==> src/rtl/mem_lsu_pkg.sv <==
// rtl/mem_lsu_pkg.sv - shared LSU opcodes, bus sizing, FSM encoding and op classifiers
package mem_lsu_pkg;

    localparam int DataMemNumLog2 = 10;
    localparam int DmAddrW        = DataMemNumLog2 + 2;

    localparam logic [4:0] ALU_LB  = 5'h10;
    localparam logic [4:0] ALU_LH  = 5'h11;
    localparam logic [4:0] ALU_LW  = 5'h12;
    localparam logic [4:0] ALU_LBU = 5'h13;
    localparam logic [4:0] ALU_LHU = 5'h14;
    localparam logic [4:0] ALU_SB  = 5'h15;
    localparam logic [4:0] ALU_SH  = 5'h16;
    localparam logic [4:0] ALU_SW  = 5'h17;

    localparam logic [3:0] BE_BYTE0   = 4'b0001;
    localparam logic [3:0] BE_HALF_LO = 4'b0011;
    localparam logic [3:0] BE_HALF_HI = 4'b1100;
    localparam logic [3:0] BE_WORD    = 4'b1111;

    typedef enum logic [1:0] {
        IDLE = 2'd0,
        REQ  = 2'd1,
        WAIT = 2'd2,
        DONE = 2'd3
    } lsu_state_e;

    function automatic logic is_load(input logic [4:0] op);
        return (op == ALU_LB) || (op == ALU_LH) || (op == ALU_LW) ||
               (op == ALU_LBU) || (op == ALU_LHU);
    endfunction

    function automatic logic is_store(input logic [4:0] op);
        return (op == ALU_SB) || (op == ALU_SH) || (op == ALU_SW);
    endfunction

    // Halfword accesses need an even address, word accesses a 4-byte aligned one.
    function automatic logic is_misaligned(input logic [4:0] op, input logic [1:0] addr_lo);
        return (((op == ALU_LH) || (op == ALU_LHU) || (op == ALU_SH)) && addr_lo[0]) ||
               (((op == ALU_LW) || (op == ALU_SW)) && (addr_lo != 2'b00));
    endfunction

endpackage

==> src/rtl/lsu_align.sv <==
// rtl/lsu_align.sv - byte-lane steering: store byte enables/replication and load extraction/extension
module lsu_align
    import mem_lsu_pkg::*;
(
    input  logic [4:0]  aluop,
    input  logic [1:0]  addr_lo,
    input  logic [31:0] st_data,
    input  logic [31:0] ld_raw,
    output logic [3:0]  be,
    output logic [31:0] wdata,
    output logic [31:0] ld_data
);

    logic [7:0]  ld_byte;
    logic [15:0] ld_half;

    // Pick the addressed byte and halfword out of the returned word.
    always_comb begin
        ld_byte = ld_raw[7:0];
        case (addr_lo)
            2'd0: ld_byte = ld_raw[7:0];
            2'd1: ld_byte = ld_raw[15:8];
            2'd2: ld_byte = ld_raw[23:16];
            2'd3: ld_byte = ld_raw[31:24];
            default: ld_byte = ld_raw[7:0];
        endcase
        ld_half = addr_lo[1] ? ld_raw[31:16] : ld_raw[15:0];
    end

    // Sign/zero extend; a word load always uses the whole lane-0 word.
    always_comb begin
        ld_data = ld_raw;
        case (aluop)
            ALU_LB:  ld_data = {{24{ld_byte[7]}}, ld_byte};
            ALU_LBU: ld_data = {24'h000000, ld_byte};
            ALU_LH:  ld_data = {{16{ld_half[15]}}, ld_half};
            ALU_LHU: ld_data = {16'h0000, ld_half};
            default: ld_data = ld_raw;
        endcase
    end

    // Replicate store data across all lanes and enable only the addressed ones.
    always_comb begin
        be    = 4'b0000;
        wdata = st_data;
        case (aluop)
            ALU_SB: begin
                be    = BE_BYTE0 << addr_lo;
                wdata = {4{st_data[7:0]}};
            end
            ALU_SH: begin
                be    = addr_lo[1] ? BE_HALF_HI : BE_HALF_LO;
                wdata = {2{st_data[15:0]}};
            end
            ALU_SW: begin
                be    = BE_WORD;
                wdata = st_data;
            end
            default: begin
                be    = 4'b0000;
                wdata = st_data;
            end
        endcase
    end

endmodule

==> src/rtl/mem_lsu.sv <==
// rtl/mem_lsu.sv - MEM-stage load/store unit with req/gnt/rvalid data bus; option MEM_LSU_MISALIGN_CHECK_EN
module mem_lsu
    import mem_lsu_pkg::*;
(
    input  logic               clk,
    input  logic               rst,

    input  logic               mem_wreg_i,
    input  logic [4:0]         mem_rd_addr_i,
    input  logic [31:0]        mem_rd_data_i,
    input  logic [4:0]         mem_aluop_i,
    input  logic [DmAddrW-1:0] mem_mem_addr_i,
    input  logic [31:0]        mem_rs2_i,
    input  logic               mem_stall_i,

    output logic               wb_wreg_o,
    output logic [4:0]         wb_rd_addr_o,
    output logic [31:0]        wb_rd_data_o,
    output logic               stallreq_o,

    output logic               dm_req_o,
    output logic               dm_we_o,
    output logic [DmAddrW-1:0] dm_addr_o,
    output logic [3:0]         dm_be_o,
    output logic [31:0]        dm_wdata_o,
    input  logic               dm_gnt_i,
    input  logic               dm_rvalid_i,
    input  logic [31:0]        dm_rdata_i
`ifdef MEM_LSU_MISALIGN_CHECK_EN
    ,
    output logic               misalign_o
`endif
);

    lsu_state_e  state_q, state_d;
    logic [31:0] cap_q;
    logic        cap_en;
    logic        req;
    logic        stall;
    logic [31:0] wb_data;

    logic        op_ld;
    logic        op_st;
    logic        misalign;
    logic        mem_op;

    logic [3:0]  al_be;
    logic [31:0] al_wdata;
    logic [31:0] al_ld;

    assign op_ld = is_load(mem_aluop_i);
    assign op_st = is_store(mem_aluop_i);

`ifdef MEM_LSU_MISALIGN_CHECK_EN
    assign misalign   = is_misaligned(mem_aluop_i, mem_mem_addr_i[1:0]);
    assign misalign_o = misalign;
`else
    assign misalign   = 1'b0;
`endif

    // A misaligned access is squashed: it never reaches the bus and never writes back.
    assign mem_op = (op_ld | op_st) & ~misalign;

    lsu_align u_align (
        .aluop   (mem_aluop_i),
        .addr_lo (mem_mem_addr_i[1:0]),
        .st_data (mem_rs2_i),
        .ld_raw  (dm_rdata_i),
        .be      (al_be),
        .wdata   (al_wdata),
        .ld_data (al_ld)
    );

    // Access sequencing: request until granted, wait for load data, then park in
    // DONE while the pipeline is still held so the access is never reissued.
    always_comb begin
        state_d = state_q;
        req     = 1'b0;
        stall   = 1'b0;
        cap_en  = 1'b0;
        wb_data = op_ld ? cap_q : mem_rd_data_i;
        if (!rst) begin
            case (state_q)
                IDLE: begin
                    if (mem_op) begin
                        req     = 1'b1;
                        stall   = 1'b1;
                        state_d = REQ;
                    end
                end
                REQ: begin
                    req   = 1'b1;
                    stall = 1'b1;
                    if (dm_gnt_i) begin
                        if (op_st) begin
                            stall   = 1'b0;
                            state_d = mem_stall_i ? DONE : IDLE;
                        end else begin
                            state_d = WAIT;
                        end
                    end
                end
                WAIT: begin
                    stall = 1'b1;
                    if (dm_rvalid_i) begin
                        stall   = 1'b0;
                        cap_en  = 1'b1;
                        wb_data = al_ld;
                        state_d = mem_stall_i ? DONE : IDLE;
                    end
                end
                DONE: begin
                    if (!mem_stall_i) begin
                        state_d = IDLE;
                    end
                end
                default: state_d = IDLE;
            endcase
        end
    end

    // FSM state register.
    always_ff @(posedge clk or posedge rst) begin
        if (rst) begin
            state_q <= IDLE;
        end else begin
            state_q <= state_d;
        end
    end

    // Holds the extended load result for replay while the pipeline stays stalled.
    always_ff @(posedge clk or posedge rst) begin
        if (rst) begin
            cap_q <= 32'h0000_0000;
        end else if (cap_en) begin
            cap_q <= al_ld;
        end
    end

    assign stallreq_o   = stall;
    assign dm_req_o     = req;
    assign dm_we_o      = req & op_st;
    assign dm_addr_o    = req ? {mem_mem_addr_i[DmAddrW-1:2], 2'b00} : '0;
    assign dm_be_o      = (req & op_st) ? al_be : 4'b0000;
    assign dm_wdata_o   = (req & op_st) ? al_wdata : 32'h0000_0000;

    assign wb_wreg_o    = mem_wreg_i & ~op_st & ~misalign;
    assign wb_rd_addr_o = mem_rd_addr_i;
    assign wb_rd_data_o = wb_data;

endmodule

==> config.mk <==
export PLATFORM = sky130hd
export DESIGN_NAME = mem_lsu
export DESIGN_NICKNAME = d
export VERILOG_FILES = /design/src/rtl/mem_lsu_pkg.sv /design/src/rtl/lsu_align.sv /design/src/rtl/mem_lsu.sv
export SDC_FILE = /design/constraint.sdc
export NUM_CORES = 1
export LEC_CHECK = 0
export ABC_CLOCK_PERIOD_IN_PS = 4780
export CORE_AREA = 2 2 100 102
export DETAILED_ROUTE_END_ITERATION = 7
export DIE_AREA = 0 0 102 104
export PLACE_DENSITY_LB_ADDON = 0.15
export SLEW_MARGIN = 0
export SYNTH_ARGS = -nofsm -noshare
export SYNTH_HDL_FRONTEND = slang
export SYNTH_SLANG_ARGS = --single-unit
==> constraint.sdc <==
create_clock -name clk -period 4.78 [get_ports clk]
set_input_delay 0.956 -clock clk [delete_from_list [all_inputs] [get_ports clk]]
set_output_delay 0.956 -clock clk [all_outputs]
set_load 0.03 [all_outputs]
## Word level (Yosys, flattened, before mapping)

Index checks and enable logic that the tools add are counted.

| word-level totals | value |
|---|---|
| flip-flop bits (word level) | 34 |
| bits in latches | 0 |
| memory bits (writable) | 0 |
| ROM bits | 0 |
| input port bits | 124 |
| word-level logic and storage cells | 66 |
| memories | 0 |

| operators by class | value |
|---|---|
| add/sub/neg operators | 0 |
| multiply operators | 0 |
| div/mod/pow operators | 0 |
| magnitude comparators | 0 |
| eq/ne operators | 18 |
| shifts and indexed selects | 1 |
| mux-type cells | 31 |
| bitwise operators | 5 |
| reductions and logical operators | 9 |

Operator list:

| cell | count |
|---|---|
| $mux W32 | 5 |
| $pmux W32 S4 | 1 |
| $pmux W32 S2 | 1 |
| $eq A5 B5 Y1 const B | 8 |
| $pmux W8 S4 | 1 |
| $mux W16 | 1 |
| $mux W12 | 1 |
| $mux W2 | 6 |
| $pmux W4 S3 | 1 |
| $mux W1 | 9 |
| $eq A2 B2 Y1 const B | 4 |
| $mux W4 | 2 |
| $ne A2 B2 Y1 const B | 4 |
| $pmux W2 S4 | 1 |
| $logic_or A1 B1 Y1 | 6 |
| $reduce_and A5 Y1 | 1 |
| $eq A2 B1 Y1 const B | 2 |
| $logic_not A2 Y1 | 2 |
| $shl A1 B2 Y4 const A | 1 |
| $pmux W1 S3 | 1 |
| $and A1 B1 Y1 | 2 |
| $not A1 Y1 | 2 |
| $pmux W1 S2 | 1 |
| $or A1 B1 Y1 | 1 |

## Longest topological paths before layout

Gate-level depths: netlist of the first run.

| logic depth | value |
|---|---|
| depth after elaboration | 11 |
| depth in mapped cells | 7 |
| depth with buffers taken out | 4 |

## Cells and area by module

A second synthesis of the first run with hierarchy kept.

| unflattened totals | value |
|---|---|
| cell total of the unflattened synthesis | 487 |
| area total of the unflattened synthesis | 4154.0 um2 |

By module, submodules not included:

| module | times used | cells an instance | area each (um2) |
|---|---|---|---|
| mem_lsu | 1 | 305 | 2700.1 |
| lsu_align | 1 | 182 | 1453.9 |

## Worst setup path before layout of the first run

Ideal clock, no wire load.

| path | value |
|---|---|
| path kind | input -> output |
| start point | input port mem_aluop_i[3] |
| end point | output port dm_wdata_o[31] |
| data arrival time | 2.577 ns |
| data required time | 3.824 ns |
| slack | 1.247 ns |
| cell stages on the path | 5 |
| buffers on the path | 1 |
| cell sequence | nand2b_1 > a211oi_1 > buf_2 > nand2_1 > a211oi_1 |

| on the way | value |
|---|---|
| word-level cells in the longest chain between the ends | 11 |

Ends and longest elaborated chain:

| element | RTL line | text |
|---|---|---|
| start, declared | mem_lsu.sv:11 | `input logic [4:0] mem_aluop_i,` |
| $eq A5 B5 Y1 | mem_lsu_pkg.sv:29 | `return (op == ALU_LB) \|\| (op == ALU_LH) \|\| (op == ALU_LW) \|\|` |
| $logic_or A1 B1 Y1 (3 in series) | mem_lsu_pkg.sv:29 |  |
| $logic_or A1 B1 Y1 | mem_lsu_pkg.sv:30 | `(op == ALU_LBU) \|\| (op == ALU_LHU);` |
| $or A1 B1 Y1 | mem_lsu.sv:62 | `assign mem_op = (op_ld \| op_st) & ~misalign;` |
| $mux W1 | mem_lsu.sv:85 | `if (mem_op) begin` |
| $pmux W1 S2 | mem_lsu.sv:83 | `case (state_q)` |
| $mux W1 | mem_lsu.sv:82 | `if (!rst) begin` |
| $and A1 B1 Y1 | mem_lsu.sv:145 | `assign dm_wdata_o = (req & op_st) ? al_wdata : 32'h0000_0000;` |
| $mux W32 * | mem_lsu.sv:145 |  |
| end, declared | mem_lsu.sv:25 | `output logic [31:0] dm_wdata_o,` |

Every way passes the cells marked *; elsewhere a longest branch is shown, timed or not.

## Worst setup path in the final report of the first run

| path | value |
|---|---|
| start point | input port mem_aluop_i[2] |
| end point | output port wb_rd_data_o[11] |

| on the way | value |
|---|---|
| word-level cells in the longest chain between the ends | 9 |

Ends and longest elaborated chain:

| element | RTL line | text |
|---|---|---|
| $eq A5 B5 Y1 | mem_lsu_pkg.sv:29, lsu_align.sv:33 |  |
| $logic_or A1 B1 Y1 (3 in series) | mem_lsu_pkg.sv:29 |  |
| $logic_or A1 B1 Y1 | mem_lsu_pkg.sv:30 |  |
| $mux W32 | mem_lsu.sv:81 | `wb_data = op_ld ? cap_q : mem_rd_data_i;` |
| $mux W32 | mem_lsu.sv:105 | `if (dm_rvalid_i) begin` |
| $mux W32 | mem_lsu.sv:83 |  |
| $mux W32 * | mem_lsu.sv:82 |  |
| end, declared | mem_lsu.sv:18 | `output logic [31:0] wb_rd_data_o,` |

Marked as above.

==> impl_results.md, run 1 <==
- Status: complete, no violations
- First-pass GRT wire length: 21.6 mm
- Slowest-stage cell, CP: clkdlybuf4s50_1
- Fin crit share: 94.5%
- Routability cong.: 0.879
- F_max: 221 MHz
- Vias: 4172
- Ys flop type: dfrtp_1
- Mapped Cells: 441
- Clk slew on worst S/H paths: 0.07 ns
- Vias in the first global route: 4163
- Antenna viol nets, final: 0
- CP endpoint kind: output port
- Clk sinks: 34
- Post-DR wirelength/cell: 18.2 um
- Synth Area per Inst: 8.36 um^2
- Setup violators final: 0
- Vias per std cell: 5.54
- Async S/R FF share, synth: 100%
- CP Cell Sequence: clkdlybuf4s50_1 > xnor2_1 > or3_1 > o211ai_1 > o221a_2 > clkdlybuf4s50_1
- Setup bufs post-CTS: 0
- Die W: 102 um
- Gr usage total: 25.3%
- Starting density of the core: 38.6%
- Post-CTS Hold Fix Bufs: 0
- TritonCTS buffer count: 5
- Sequential area share after synthesis: 23.1%
- Final core occ: 60.3%
- Leakage power: 2.33 nW
- Final worst path period need: 4.52 ns
- DPL Wire Length: 10.7 mm
- CTS tree: done
- Crit path required time: 3.82 ns
- Placeable Area: 9550 um^2
- CP Max Fanout: 15
- Crit Path Class: in -> out
- Post-synth cell types: 58
- Top cell by count, worst path: clkdlybuf4s50_1
- DR pass1 iterations: 4
- Synth Cell Area: 3690 um^2
- Die area: 10600 um^2
- Synth top area share: 23.1%
- Setup TNS: 0 ns
- Max_cap viols: 0
- Fin. Hold Viols: 0
- Row count: 36
- Synth top area cells: dfrtp_1 23%, o221a_2 7.9%, a21oi_1 7.1%, mux2i_1 6.0%, nand2_1 5.7%
- Filler cells: 901
- Post-placement cell count: 745
- Fin. max-slew vios: 0
- Worst IR drop on VDD: 0.000142 V
- Area leader, netlist: dfrtp_1
- CP startpoint kind: input pin
- Ports: 213
- Root buffer selected by CTS: clkbuf_8
- Clk_skew: 0.00396 ns
- Slew margin rel.: 41.6%
- Drt initial violations: 229
- Hold Path Class: reg -> reg
- EDFF count, synth: 0
- Hold Slack: 0.536 ns
- Initial antenna violation count: 0
- Non-filler cells, final: 753
- DIE HEIGHT: 104 um
- RSZ-0062 raised after global routing: false
- Largest net degree at the start of global routing: 37
- Worst Max-Slew Pin Slew: 0.877 ns
- Post-Route WL: 13.7 mm
- PostCTS Resize Cnt: 0
- Total Power: 1.70 mW
- Crit path DAT: 3.56 ns
- #FFs+latches synth: 34
- # port buffers: 200
- CTS max path bufs: 2
- P&R area growth vs syn: 56.2%
- ANT cells: 0
- Commonest non-fill, non-tap cells in the layout: 153 x clkdlybuf4s50_1, 69 x buf_4, 56 x nand2_1
- Drc violations: 0
- Commonest non-fill, non-tap cell in the layout: clkdlybuf4s50_1
- Pwr/cell area: 295 nW/um^2
- Clock latency on the worst-skew pair: 0.29 ns
- Remaining Overflow, GRT: 0
- Synthesis Warnings: 0
- H-tree levels: 2
- Nets: 743
- Crit-path max cell delay: 0.66 ns
- Share of layout cells above drive strength 1: 24.5%
==> state kept, by name, summed over array words and instances, names as in the netlist <==
| signal | count |
|---|---|
| cap_q | 32 |
| state_q | 2 |
==> Yosys cell counts (all sizes together) (2+ instances only) <==
master,instances
mux2,21
buf,36
and3,8
a21oi,52
o21a,2
mux4,7
inv,14
a211oi,3
o211a,5
clkbuf,17
o221a,26
dfrtp,34
nor2b,5
a32oi,17
mux2i,22
o41ai,2
o221ai,7
nor3b,3
nand3,13
and2,10
nand2,57
o211ai,8
o31ai,3
or3,2
nand2b,4
nor3,6
nor2,31
o21ai,11
==> final cells by class <==
| class | count | area, um^2 | area share [%] |
|---|---|---|---|
| clock buffers | 5 | 68.8 | 1.19 |
| inverters | 14 | 52.6 | 0.912 |
| flip-flops and latches | 34 | 851 | 14.8 |
| well taps | 133 | 166 | 2.89 |
| multi-input cells | 341 | 2510 | 43.6 |
| clock inverters | 3 | 40.0 | 0.695 |
| repair buffers | 223 | 2070 | 35.9 |
==> layer usage <==
metal / part of all wire (%) / vias up / global-route usage (%)
met4: 1.5 / 0 / 6.00
met2: 49 / 157 / 41.2
met3: 6.7 / 20 / 5.11
met1: 43 / 1991 / 34.2
met5: 0 / - / 0
li1: - / 2004 / -
==> cells by family (layout without fill, tap and decap cells) <==
group | Yosys count | in the layout | synth area share, %
buf+inv | 67 | 245 | 9.67
flops | 34 | 34 | 23.1
compound gates | 143 | 143 | 31.2
mux | 50 | 50 | 16.8
xor+xnor | 2 | 2 | 0.475
simple gates | 144 | 144 | 18.8
other cells | 1 | 2 | 0.102
==> report_power, final <==
| group | internal [mW] | switching (mW) | total (mW) | leakage (nW) |
|---|---|---|---|---|
| sequential | 0.431 | 0.0899 | 0.521 | 0.386 |
| clock | 0.154 | 0.114 | 0.268 | 0.0579 |
| combinational | 0.455 | 0.456 | 0.911 | 1.89 |
| total | 1.04 | 0.661 | 1.70 | 2.33 |
==> worst max-delay path: cells and delay by family <==
kind                      cells  cell delay, ns
AOI/OAI and AO/OA             2            0.61
xor gates and xnor gates      1            0.17
and+or+nand+nor               1            0.64
buffers and inverters         2            1.18
==> through the flow <==
stage | setup WS (ns) | cell area (um^2)
detailed placement | 0.264 | 5650
floorplan | 1.25 | 3690
CTS | 0.271 | 5760
global route | 0.0287 | 5760
global placement | 0.328 | 5650
finish | 0.263 | 5760
==> final timing paths <==
path / from / endpoint / slack [ns] / cells past startpoint
worst max-delay path: mem_aluop_i[2] / wb_rd_data_o[11] / 0.26 / 6
worst min-delay path: cap_q[16] / cap_q[16] / 0.54 / 2
worst max register to register: state_q[0] / cap_q[15] / 2.96 / 5
worst min register to register: cap_q[16] / cap_q[16] / 0.54 / 2
max in group asynchronous: rst / cap_q[8] / 3.11 / 3
min in group asynchronous: rst / cap_q[17] / 1.34 / 3
(Power assumes the default switching activity.)
==> run 2, diff against run 1 <==
--- a/config.mk
+++ b/config.mk
@@ -6,9 +6,9 @@
 export NUM_CORES = 1
 export LEC_CHECK = 0
 export ABC_CLOCK_PERIOD_IN_PS = 4780
-export CORE_AREA = 2 2 100 102
+export CORE_AREA = 2 2 97 99
 export DETAILED_ROUTE_END_ITERATION = 7
-export DIE_AREA = 0 0 102 104
+export DIE_AREA = 0 0 99 101
 export PLACE_DENSITY_LB_ADDON = 0.15
 export SLEW_MARGIN = 0
 export SYNTH_ARGS = -nofsm -noshare
==> impl_results.md, run 2 (synthesized netlist as in run 1, its figures left out) <==
- Status: complete, no violations
- Reg power frac: 29.8%
- Biggest register: cap_q
- Clk sinks: 34
- Max_cap viols: 0
- Vias in the first global route: 4140
- CTS max path bufs: 2
- # port buffers: 200
- Worst IR drop on VDD: 0.000171 V
- Row count: 35
- Share of layout cells above drive strength 1: 24.8%
- DR pass1 iterations: 5
- F_max: 219 MHz
- Vias per std cell: 5.76
- Gr usage total: 26.7%
- Commonest non-fill, non-tap cells in the layout: 151 x clkdlybuf4s50_1, 70 x buf_4, 56 x nand2_1
- Hold Path Class: reg -> reg
- Max reg flops: 32
- Clk_skew: 0.0144 ns
- Cell Int Power: 1.09 mW
- Die area: 10000 um^2
- Initial antenna violation count: 0
- Setup violators final: 0
- CTS tree: done
- Critical Path End: wb_rd_data_o[14]
- RR Endpoint: cap_q[1]
- Die W: 99 um
- Leakage power: 2.33 nW
- Worst Max-Slew Pin Slew: 1.13 ns
- Post-DR wirelength/cell: 18.6 um
- Fin. max-slew vios: 0
- Slew margin rel.: 24.8%
- Final worst path period need: 4.57 ns
- Crit path required time: 3.82 ns
- P&R area growth vs syn: 55.4%
- Pwr/cell area: 306 nW/um^2
- Largest net degree at the start of global routing: 37
- Nets: 741
- Remaining Overflow, GRT: 0
- P_sw: 0.663 mW
- Clock Power Share: 18.7%
- H-tree levels: 2
- CP endpoint kind: output port
- Crit Path Class: in -> out
- Setup TNS: 0 ns
- Hold path start: cap_q[18]
- Reg area: 851 um^2
- Antenna viol nets, final: 0
- First-pass GRT wire length: 21.5 mm
- Filler cells: 806
- TritonCTS buffer count: 5
- Comb power frac: 51.4%
- ANT cells: 0
- Root buffer selected by CTS: clkbuf_8
- Fin crit share: 95.5%
- Sw frac: 37.8%
- Drc violations: 0
- Clock latency on the worst-skew pair: 0.29 ns
- CP startpoint kind: input pin
- Commonest non-fill, non-tap cell in the layout: clkdlybuf4s50_1
- RSZ-0062 raised after global routing: false
- Placeable Area: 8980 um^2
- FF-to-FF path depth: 5
- Cell area after placement: 5590 um^2
- Post-route cell area: 5730 um^2
- Worst R2R Setup Slack: 3.12 ns
- Crit path from: mem_aluop_i[0]
- Worst hold path depth: 2
- Vias: 4198
- Drt initial violations: 237
- Starting density of the core: 41.1%
- Crit Reg-Reg Startpoint: state_q[0]
- Crit path DAT: 3.61 ns
- Ports: 213
- Largest regs: cap_q x32, state_q x2
- DPL Wire Length: 10.5 mm
- Clk slew on worst S/H paths: 0.07 ns
- Routability cong.: 0.898
- CP Max Fanout: 15
- Multi-input logic area: 2510 um^2
- DIE HEIGHT: 101 um
- Total Power: 1.75 mW
- Fin. Hold Viols: 0
- Post-Route WL: 13.6 mm
run 2: cell types whose count changed in the layout (fill, tap and decap cells not counted), sizes merged:
cell           previous run  this run
bufinv                    1         2
clkdlybuf4s50           153       151
clkinv                    2         1
run 2: area by class of cell:
cell class / count / area share, %
flip-flops and latches: 34 / 14.8
clock inverters: 3 / 1.20
repair buffers: 221 / 35.5
clock buffers: 5 / 1.20
well taps: 111 / 2.42
inverters: 14 / 0.917
multi-input cells: 341 / 43.9
run 2: power groups by stage:
stage	sequential, mW	clock, mW	combinational [mW]
3_5_place_dp	0.527	0	0.903
2_1_floorplan	0.493	0	0.597
6_report	0.524	0.328	0.902
5_1_grt	0.543	0.344	0.978
4_1_cts	0.522	0.331	0.906
3_3_place_gp	0.518	0	0.887
run 2: worst min path at each step:
stage	endpoint	slack (ns)
after global placement	cap_q[18]	0.51
after global routing	cap_q[24]	0.56
after floorplan	cap_q[21]	0.49
after CTS	cap_q[18]	0.54
final	cap_q[18]	0.53
after detailed placement	cap_q[22]	0.52
run 2: per-layer routing:
metal / share of wire (%) / track usage [%]
met5: 0 / 0
met4: 1.0 / 5.37
met3: 7.8 / 5.55
met2: 49 / 45.9
met1: 42 / 34.8
run 2: timing repair:
action / CTS / global route
setup endpoints to repair: 0 / 1
hold buffers: 0 / 0
setup buffers: 0 / 0
endpoints found under the hold margin: 0 / 0
gates resized for setup: 0 / 1
run 2: metrics by stage:
stage                     cells  setup slack, ns  hold WS, ns  util, %
final                       729            0.213        0.535     63.8
after global routing        729           0.0359        0.561     63.8
after CTS                   729            0.190        0.539     63.8
after detailed placement    721            0.195        0.521     62.3
after global placement      721            0.246        0.509     62.3
after floorplan             442             1.25        0.495        -
run 2: worst max-delay path, stage by stage:
cell and delay (ns):
clkdlybuf4s50_1 0.70, xnor2_1 0.13, or3_2 0.63, o211ai_1 0.30, o221a_2 0.22, clkdlybuf4s50_1 0.66
